$ cat src/rtl/s3_trit_packer.sv
// s3_trit_packer: packs mod-q ternary coefficients {0,1,q-1} five trits per byte (base 3).
// Optional PACK_ERR_CHECK_EN: full-width coefficient check with sticky err output.
module s3_trit_packer #(
    parameter int N_COEF  = 701,
    parameter int Q_WIDTH = 13
) (
    input  logic               clk,
    input  logic               rst_n,
    input  logic               in_valid,
    output logic               in_ready,
    input  logic [Q_WIDTH-1:0] in_coef,
    output logic               out_valid,
    input  logic               out_ready,
    output logic [7:0]         out_byte,
    output logic               out_last
`ifdef PACK_ERR_CHECK_EN
    ,
    output logic               err
`endif
);
    localparam int CW = $clog2(N_COEF);
    localparam logic [CW-1:0] LAST_IDX = CW'(N_COEF - 1);

    logic [7:0]    acc;
    logic [2:0]    trit_idx;
    logic [CW-1:0] coef_cnt;
    logic [1:0]    trit;
    logic [7:0]    w, tw, sum;
    logic          fire, last, close;

`ifdef PACK_ERR_CHECK_EN
    logic bad;
    assign trit = in_coef == Q_WIDTH'(1) ? 2'd1 : in_coef == {Q_WIDTH{1'b1}} ? 2'd2 : 2'd0;
    assign bad  = in_coef != '0 && in_coef != Q_WIDTH'(1) && in_coef != {Q_WIDTH{1'b1}};
`else
    logic unused_bits;
    assign trit        = {in_coef[Q_WIDTH-1], in_coef[0] & ~in_coef[Q_WIDTH-1]};
    assign unused_bits = ^in_coef[Q_WIDTH-2:1];
`endif

    assign in_ready = !out_valid || out_ready;
    assign fire     = in_valid && in_ready;
    assign last     = coef_cnt == LAST_IDX;
    assign close    = trit_idx == 3'd4 || last;
    assign w        = trit_idx == 3'd0 ? 8'd1 : trit_idx == 3'd1 ? 8'd3 :
                      trit_idx == 3'd2 ? 8'd9 : trit_idx == 3'd3 ? 8'd27 : 8'd81;
    // trit 2 is just the weight doubled; 2*81 still fits in 8 bits
    assign tw       = trit[1] ? {w[6:0], 1'b0} : trit[0] ? w : 8'd0;
    assign sum      = acc + tw;

    always_ff @(posedge clk or negedge rst_n) begin
        if (!rst_n) begin
            acc       <= '0;
            trit_idx  <= '0;
            coef_cnt  <= '0;
            out_valid <= 1'b0;
            out_byte  <= '0;
            out_last  <= 1'b0;
`ifdef PACK_ERR_CHECK_EN
            err       <= 1'b0;
`endif
        end else begin
            if (out_valid && out_ready)
                out_valid <= 1'b0;
            if (fire) begin
                coef_cnt <= last ? '0 : coef_cnt + 1'b1;
`ifdef PACK_ERR_CHECK_EN
                err      <= err | bad;
`endif
                if (close) begin
                    out_byte  <= sum;
                    out_valid <= 1'b1;
                    out_last  <= last;
                    acc       <= '0;
                    trit_idx  <= '0;
                end else begin
                    acc      <= sum;
                    trit_idx <= trit_idx + 1'b1;
                end
            end
        end
    end
endmodule

$ cat config.mk
export PLATFORM = sky130hd
export DESIGN_NAME = s3_trit_packer
export DESIGN_NICKNAME = d
export VERILOG_FILES = /design/src/rtl/s3_trit_packer.sv
export SDC_FILE = /design/constraint.sdc
export NUM_CORES = 1
export LEC_CHECK = 0
export BUFFER_PORTS_ARGS = -buffer_cell sky130_fd_sc_hd__buf_2
export CAP_MARGIN = 20
export CORE_MARGIN = 2
export CORE_UTILIZATION = 60
export DETAILED_ROUTE_END_ITERATION = 10
export GPL_TIMING_DRIVEN = 0
export HOLD_SLACK_MARGIN = 0.12
export PLACE_DENSITY = 0.85
export RECOVER_POWER = 25
export SETUP_SLACK_MARGIN = 0.02
export SKIP_LAST_GASP = 1
export SYNTH_ARGS = -nofsm -noshare
export SYNTH_HDL_FRONTEND = slang
export SYNTH_SLANG_ARGS = --single-unit
$ cat constraint.sdc
create_clock -name clk -period 5.6 [get_ports clk]
set_clock_uncertainty 0.1 [all_clocks]
set_input_delay 1.12 -clock clk [delete_from_list [all_inputs] [get_ports clk]]
set_output_delay 1.12 -clock clk [all_outputs]
set_load 0.03 [all_outputs]
# [Yosys cells after proc, flatten, opt, wreduce, memory -nomap -nowiden]
# Cells that the tools add are included.
[totals] elab_cells=35 inputBits=17 ff_bits=31
[classes] n_bitwise=2 n_reduce_logical=7 muxes=12 add_sub_neg=3 n_eq_ne=5
[ops] cell="7-bit 2-to-1 mux" n=5
[ops] cell="8-bit 2-to-1 mux" n=2
[ops] cell="10-bit by 1-bit adder with 10-bit output (second input constant)" n=1
[ops] cell="10-bit equality test (second input constant)" n=1
[ops] cell="10-bit 2-to-1 mux" n=1
[ops] cell="8-bit adder" n=1
[ops] cell="3-bit by 2-bit equality test with 1-bit output (second input constant)" n=2
[ops] cell="3-bit by 1-bit adder with 3-bit output (second input constant)" n=1
[ops] cell="3-bit by 1-bit equality test with 1-bit output (second input constant)" n=1
[ops] cell="3-bit equality test (second input constant)" n=1
[ops] cell="3-bit logical NOT" n=1
[ops] cell="1-bit 2-to-1 mux" n=3
[ops] cell="3-bit 2-to-1 mux" n=1
[ops] cell="1-bit logical AND" n=2
[ops] cell="1-bit logical OR" n=2
[ops] cell="2-bit AND reduction" n=1
[ops] cell="1-bit bitwise AND" n=1
[ops] cell="1-bit logical NOT" n=1
[ops] cell="1-bit NOT" n=1

# [Depth between registers and ports, before layout]
[depth] word_depth=9 mapped_depth=12 depth_no_buf=12

# [Least setup slack after synthesis]
# No wires, ideal clock.
[synth_path] path_kind="input to register" from="in in_coef[12]" to="reg out_byte[6]" setup_slack_ns=2.709 t_required_ns=5.375 path_stages=9 n_path_buf=0 setup_time_ns=0.125 arrival_ns=2.666 path_cell_list="nand2b_1 inv_1 ha_1 fa_1 a21oi_1 o211ai_1 a21oi_1 xnor2_1 mux2_4"
[synth_via] elab_chain_len=5
[synth_lines] item="from (decl)" line="11" source="input logic [Q_WIDTH-1:0] in_coef,"
[synth_lines] item="1-bit NOT" line="37" source="assign trit = {in_coef[Q_WIDTH-1], in_coef[0] & ~in_coef[Q_WIDTH-1]};"
[synth_lines] item="1-bit bitwise AND" line="37"
[synth_lines] item="7-bit 2-to-1 mux" line="48" source="assign tw = trit[1] ? {w[6:0], 1'b0} : trit[0] ? w : 8'd0;"
[synth_lines] item="8-bit 2-to-1 mux (*)" line="48"
[synth_lines] item="8-bit adder (*)" line="49" source="assign sum = acc + tw;"
[synth_lines] item="to (signal assigned)" line="71" source="out_byte <= sum;"
[synth_lines] item="to (decl)" line="14" source="output logic [7:0] out_byte,"
# Mark *: on every way between the ends. The rest lies on a longest branch, timed or not.
# A chain may end at the register's enable or synchronous reset.

# [Worst setup path in the final report]
[layout_path] from="reg trit_idx[1]" to="reg out_byte[5]"
[layout_via] elab_chain_len=8 elab_cells_between_ends=14 classes_between="add/sub: 1; eq/ne: 4; mux: 6; reduce/logical: 3"
[layout_lines] item="from (decl)" line="25" source="logic [2:0] trit_idx;"
[layout_lines] item="from (signal assigned)" line="78" source="trit_idx <= trit_idx + 1'b1;"
[layout_lines] item="3-bit by 2-bit equality test with 1-bit output" line="46" source="trit_idx == 3'd2 ? 8'd9 : trit_idx == 3'd3 ? 8'd27 : 8'd81;"
[layout_lines] item="7-bit 2-to-1 mux (2 in series)" line="46"
[layout_lines] item="7-bit 2-to-1 mux (2 in series)" line="45" source="assign w = trit_idx == 3'd0 ? 8'd1 : trit_idx == 3'd1 ? 8'd3 :"
[layout_lines] item="7-bit 2-to-1 mux" line="48"
[layout_lines] item="8-bit 2-to-1 mux" line="48"
[layout_lines] item="8-bit adder" line="49"
# Parallel ways exist; a longest one is shown, timed or not.

==> reports/metrics.yaml <==
status: "finished with violations"
violations: "design-rule violations, max-capacitance violations, max-slew violations"
clockBufferDepth: 2
yosysSeqAreaShare_pct: 43.21
holdCritPathClass: "reg2reg"
clkLatencyLatePin_ns: 0.34
arrival_ns: 3.24
tritoncts: "yes"
die_area_sq_um: 3446
grt_use_total_pct: 23.03
post-route-period-util_pct: 55.60
maxCapViolations: 1
setup.worst_path.class: "reg2reg"
drive_above_1_share_pct: 24.73
placed_cells: 209
drc: 1
grt_overflow: 0
synth_fp_nets: 194
grt_pass1_vias: 1333
syn_area_sq_um: 1795
gp_congestion: 0.8567
hold_viol_final: 0
hold_end: "out_last$_DFFE_PN0P_"
crit_path_max_incr_delay_ns: 0.46
finalSetupViolations: 0
maxSlewHeadroom_pct: -10.45
dpl_cell_area_sq_um: 1914
clk_pin_slew_worst_paths_ns: 0.10
p_leak_nw: 1.032
cts_buffers: 5
ant_nets: 0
slew_violations: 32
multi_input_area_sq_um: 955.9
hold_start: "out_last$_DFFE_PN0P_"
post_cts.repair.setup_buffers: 0
fin_area_sq_um: 1999
fin_setup_tns_ns: 0
io_pins: 28
critPathSlowestCell: "dfrtp_1"
required_ns: 5.73
grt_pass1_wl_um: 5775
final_common_cell: "dfrtp_1"
seqCellArea_sq_um: 775.7
antenna_found_initial: 0
drt_first_pass_iters: 7
grt_max_degree: 32
ys_warn_count: 0
wl_um: 3322
layout.nets: 217
drt-initial-drc-count: 77
cts_resized: 0
tightest_slew_ns: 1.657
cts_root_buffer: "clkbuf_4"
min_path_cells: 1
clkSinkCount: 31
start_kind: "flip-flop"
coreArea_sq_um: 2805
avgViaCountPerCell: 5.982
rsz0062_at_grt: "false"
fillers: 210
rr_worst_depth: 11
holdWs_ns: 0.4010
die_h_um: 58.71
ctsHoldBuffers: 0
vias: 1298
wire_per_inst_um: 15.31
cpMostUsedCell: "ha_1"
std_cell_rows: 19
dpl.hpwl_um: 2355
final_cell_mix: "dfrtp_1 (31), buf_2 (16), ha_1 (14), nand2_1 (12), nor2_1 (10)"
r2r_start: "trit_idx[1]$_DFFE_PN0P_"
post-place-ws_ns: 2.380
start_util_pct: 64.01
setup_slack_ns: 2.486
num_antenna_cells: 0
synth.distinct_cells: 44
cts.htree.levels: 2
syn_to_final_growth_pct: 11.36
synth_cells: 162
r2r_setup_slack_ns: 2.49
synth.avg_cell_area_sq_um: 11.08
io_buffer_count: 16
vdd_ir_drop_max_mv: 0.4164
cp_cell_sequence: "ha_1, ha_1, a22oi_1, a2bb2oi_1, o21bai_1, ha_1, a21o_1, a21oi_1, o21ai_0, xor2_1, mux2_4"
final_cells: 217
max_freq_mhz: 321.2
worstSetupEndpointType: "flip-flop"
period_minus_slack_ns: 3.114
crit_fanout: 6
p_per_area_nw_per_um2: 541.3
worstReg2RegEnd: "out_byte[5]$_DFFE_PN0P_"
fp.dieW_um: 58.71
ys_ff_latch: 31
## logic make-up after synthesis
family,Yosys count,share of synthesized area (%)
compound gates,32,13.10
xor+xnor,14,6.829
fa+ha+maj,15,10.87
buf+inv,13,3.553
flops,31,43.21
mux,8,6.690
simple gates,49,15.75
## layout make-up
type / count / share of cell area [%]
clock buffer: 6 / 2.566
sequential: 31 / 38.80
multi-input combinational: 118 / 47.81
inverter: 9 / 1.690
timing repair buffer: 16 / 3.942
clock inverter: 2 / 1.752
tap: 31 / 1.940
buffer: 4 / 1.502
## stage by stage
stage               util (%)  power (W)
finish                 71.28   0.001082
global route           71.28   0.001166
CTS                    71.32   0.001090
detailed placement     68.24  0.0008977
global placement       68.24  0.0008728
floorplan                  -  0.0007820
## critical path, delay by kind of cell, from the launching register on
kind	cells	cell delay (ns)
AO/OA/AOI/OAI	6	1.26
adder cells (fa/ha/maj)	3	0.73
flip-flops	1	0.46
multiplexers	1	0.28
XOR/XNOR	1	0.18
## state kept, by name, indices dropped and copies added, names as in the netlist
register / cells
out_last: 1
out_byte: 8
coef_cnt: 10
acc: 8
out_valid: 1
trit_idx: 3
## metal layers
layer	vias up	GRT usage, %	wire (um)
met5	-	0	0
met4	0	12.34	63
met3	6	5.275	126
met2	30	38.20	1679
met1	646	27.95	1453
li1	616	-	-
## how the worst max path moves through the flow
| stage | startpoint | end | cells after the start |
|---|---|---|---|
| final | trit_idx[1]$_DFFE_PN0P_ | out_byte[5]$_DFFE_PN0P_ | 11 |
| after floorplan | in_coef[12] | out_byte[6]$_DFFE_PN0P_ | 9 |
| after global placement | in_coef[12] | out_byte[6]$_DFFE_PN0P_ | 10 |
| after detailed placement | in_coef[12] | out_byte[6]$_DFFE_PN0P_ | 10 |
| after CTS | trit_idx[1]$_DFFE_PN0P_ | out_byte[5]$_DFFE_PN0P_ | 11 |
| after global routing | trit_idx[0]$_DFFE_PN0P_ | out_byte[5]$_DFFE_PN0P_ | 11 |
## power by group
| group | leakage [nW] | internal [W] | switching [W] |
|---|---|---|---|
| sequential | 0.396 | 0.000309 | 0.0000711 |
| clock | 0.0482 | 0.000105 | 0.0000797 |
| combinational | 0.588 | 0.000235 | 0.000281 |
## synthesized netlist by cell type
cell type	number	area share, %
xnor2_1	5	2.4
nand2b_4	1	0.77
nor2b_1	3	1.0
and4_4	1	0.63
o21bai_1	1	0.42
fa_1	1	1.1
o21a_1	1	0.42
nand2b_2	1	0.49
nor2_2	1	0.35
a21oi_1	6	1.7
and3_4	1	0.63
or4_1	1	0.42
and3_1	3	1.0
dfrtp_1	31	43
clkbuf_4	1	0.42
nor2_1	10	2.1
o32ai_1	1	0.49
xor2_1	9	4.4
clkbuf_1	1	0.21
a21o_2	1	0.49
nand2b_1	1	0.35
o22ai_1	1	0.35
a2bb2oi_1	1	0.49
ha_1	14	9.8
nand3_1	4	1.1
and2_4	1	0.49
inv_1	9	1.9
and2_2	1	0.42
and4_1	1	0.49
clkbuf_8	1	0.77
a22o_1	9	4.4
nand4_1	1	0.35
o21ai_4	1	0.91
mux2_4	8	6.7
a22oi_1	1	0.42
o31ai_1	2	0.84
nor3_1	3	0.84
buf_2	1	0.28
nor4bb_2	1	0.91
a21o_1	1	0.42
o21ai_0	5	1.4
o211ai_1	1	0.42
and3_2	2	0.84
nand2_1	12	2.5
No activity file was read; power rests on OpenSTA's default activity.
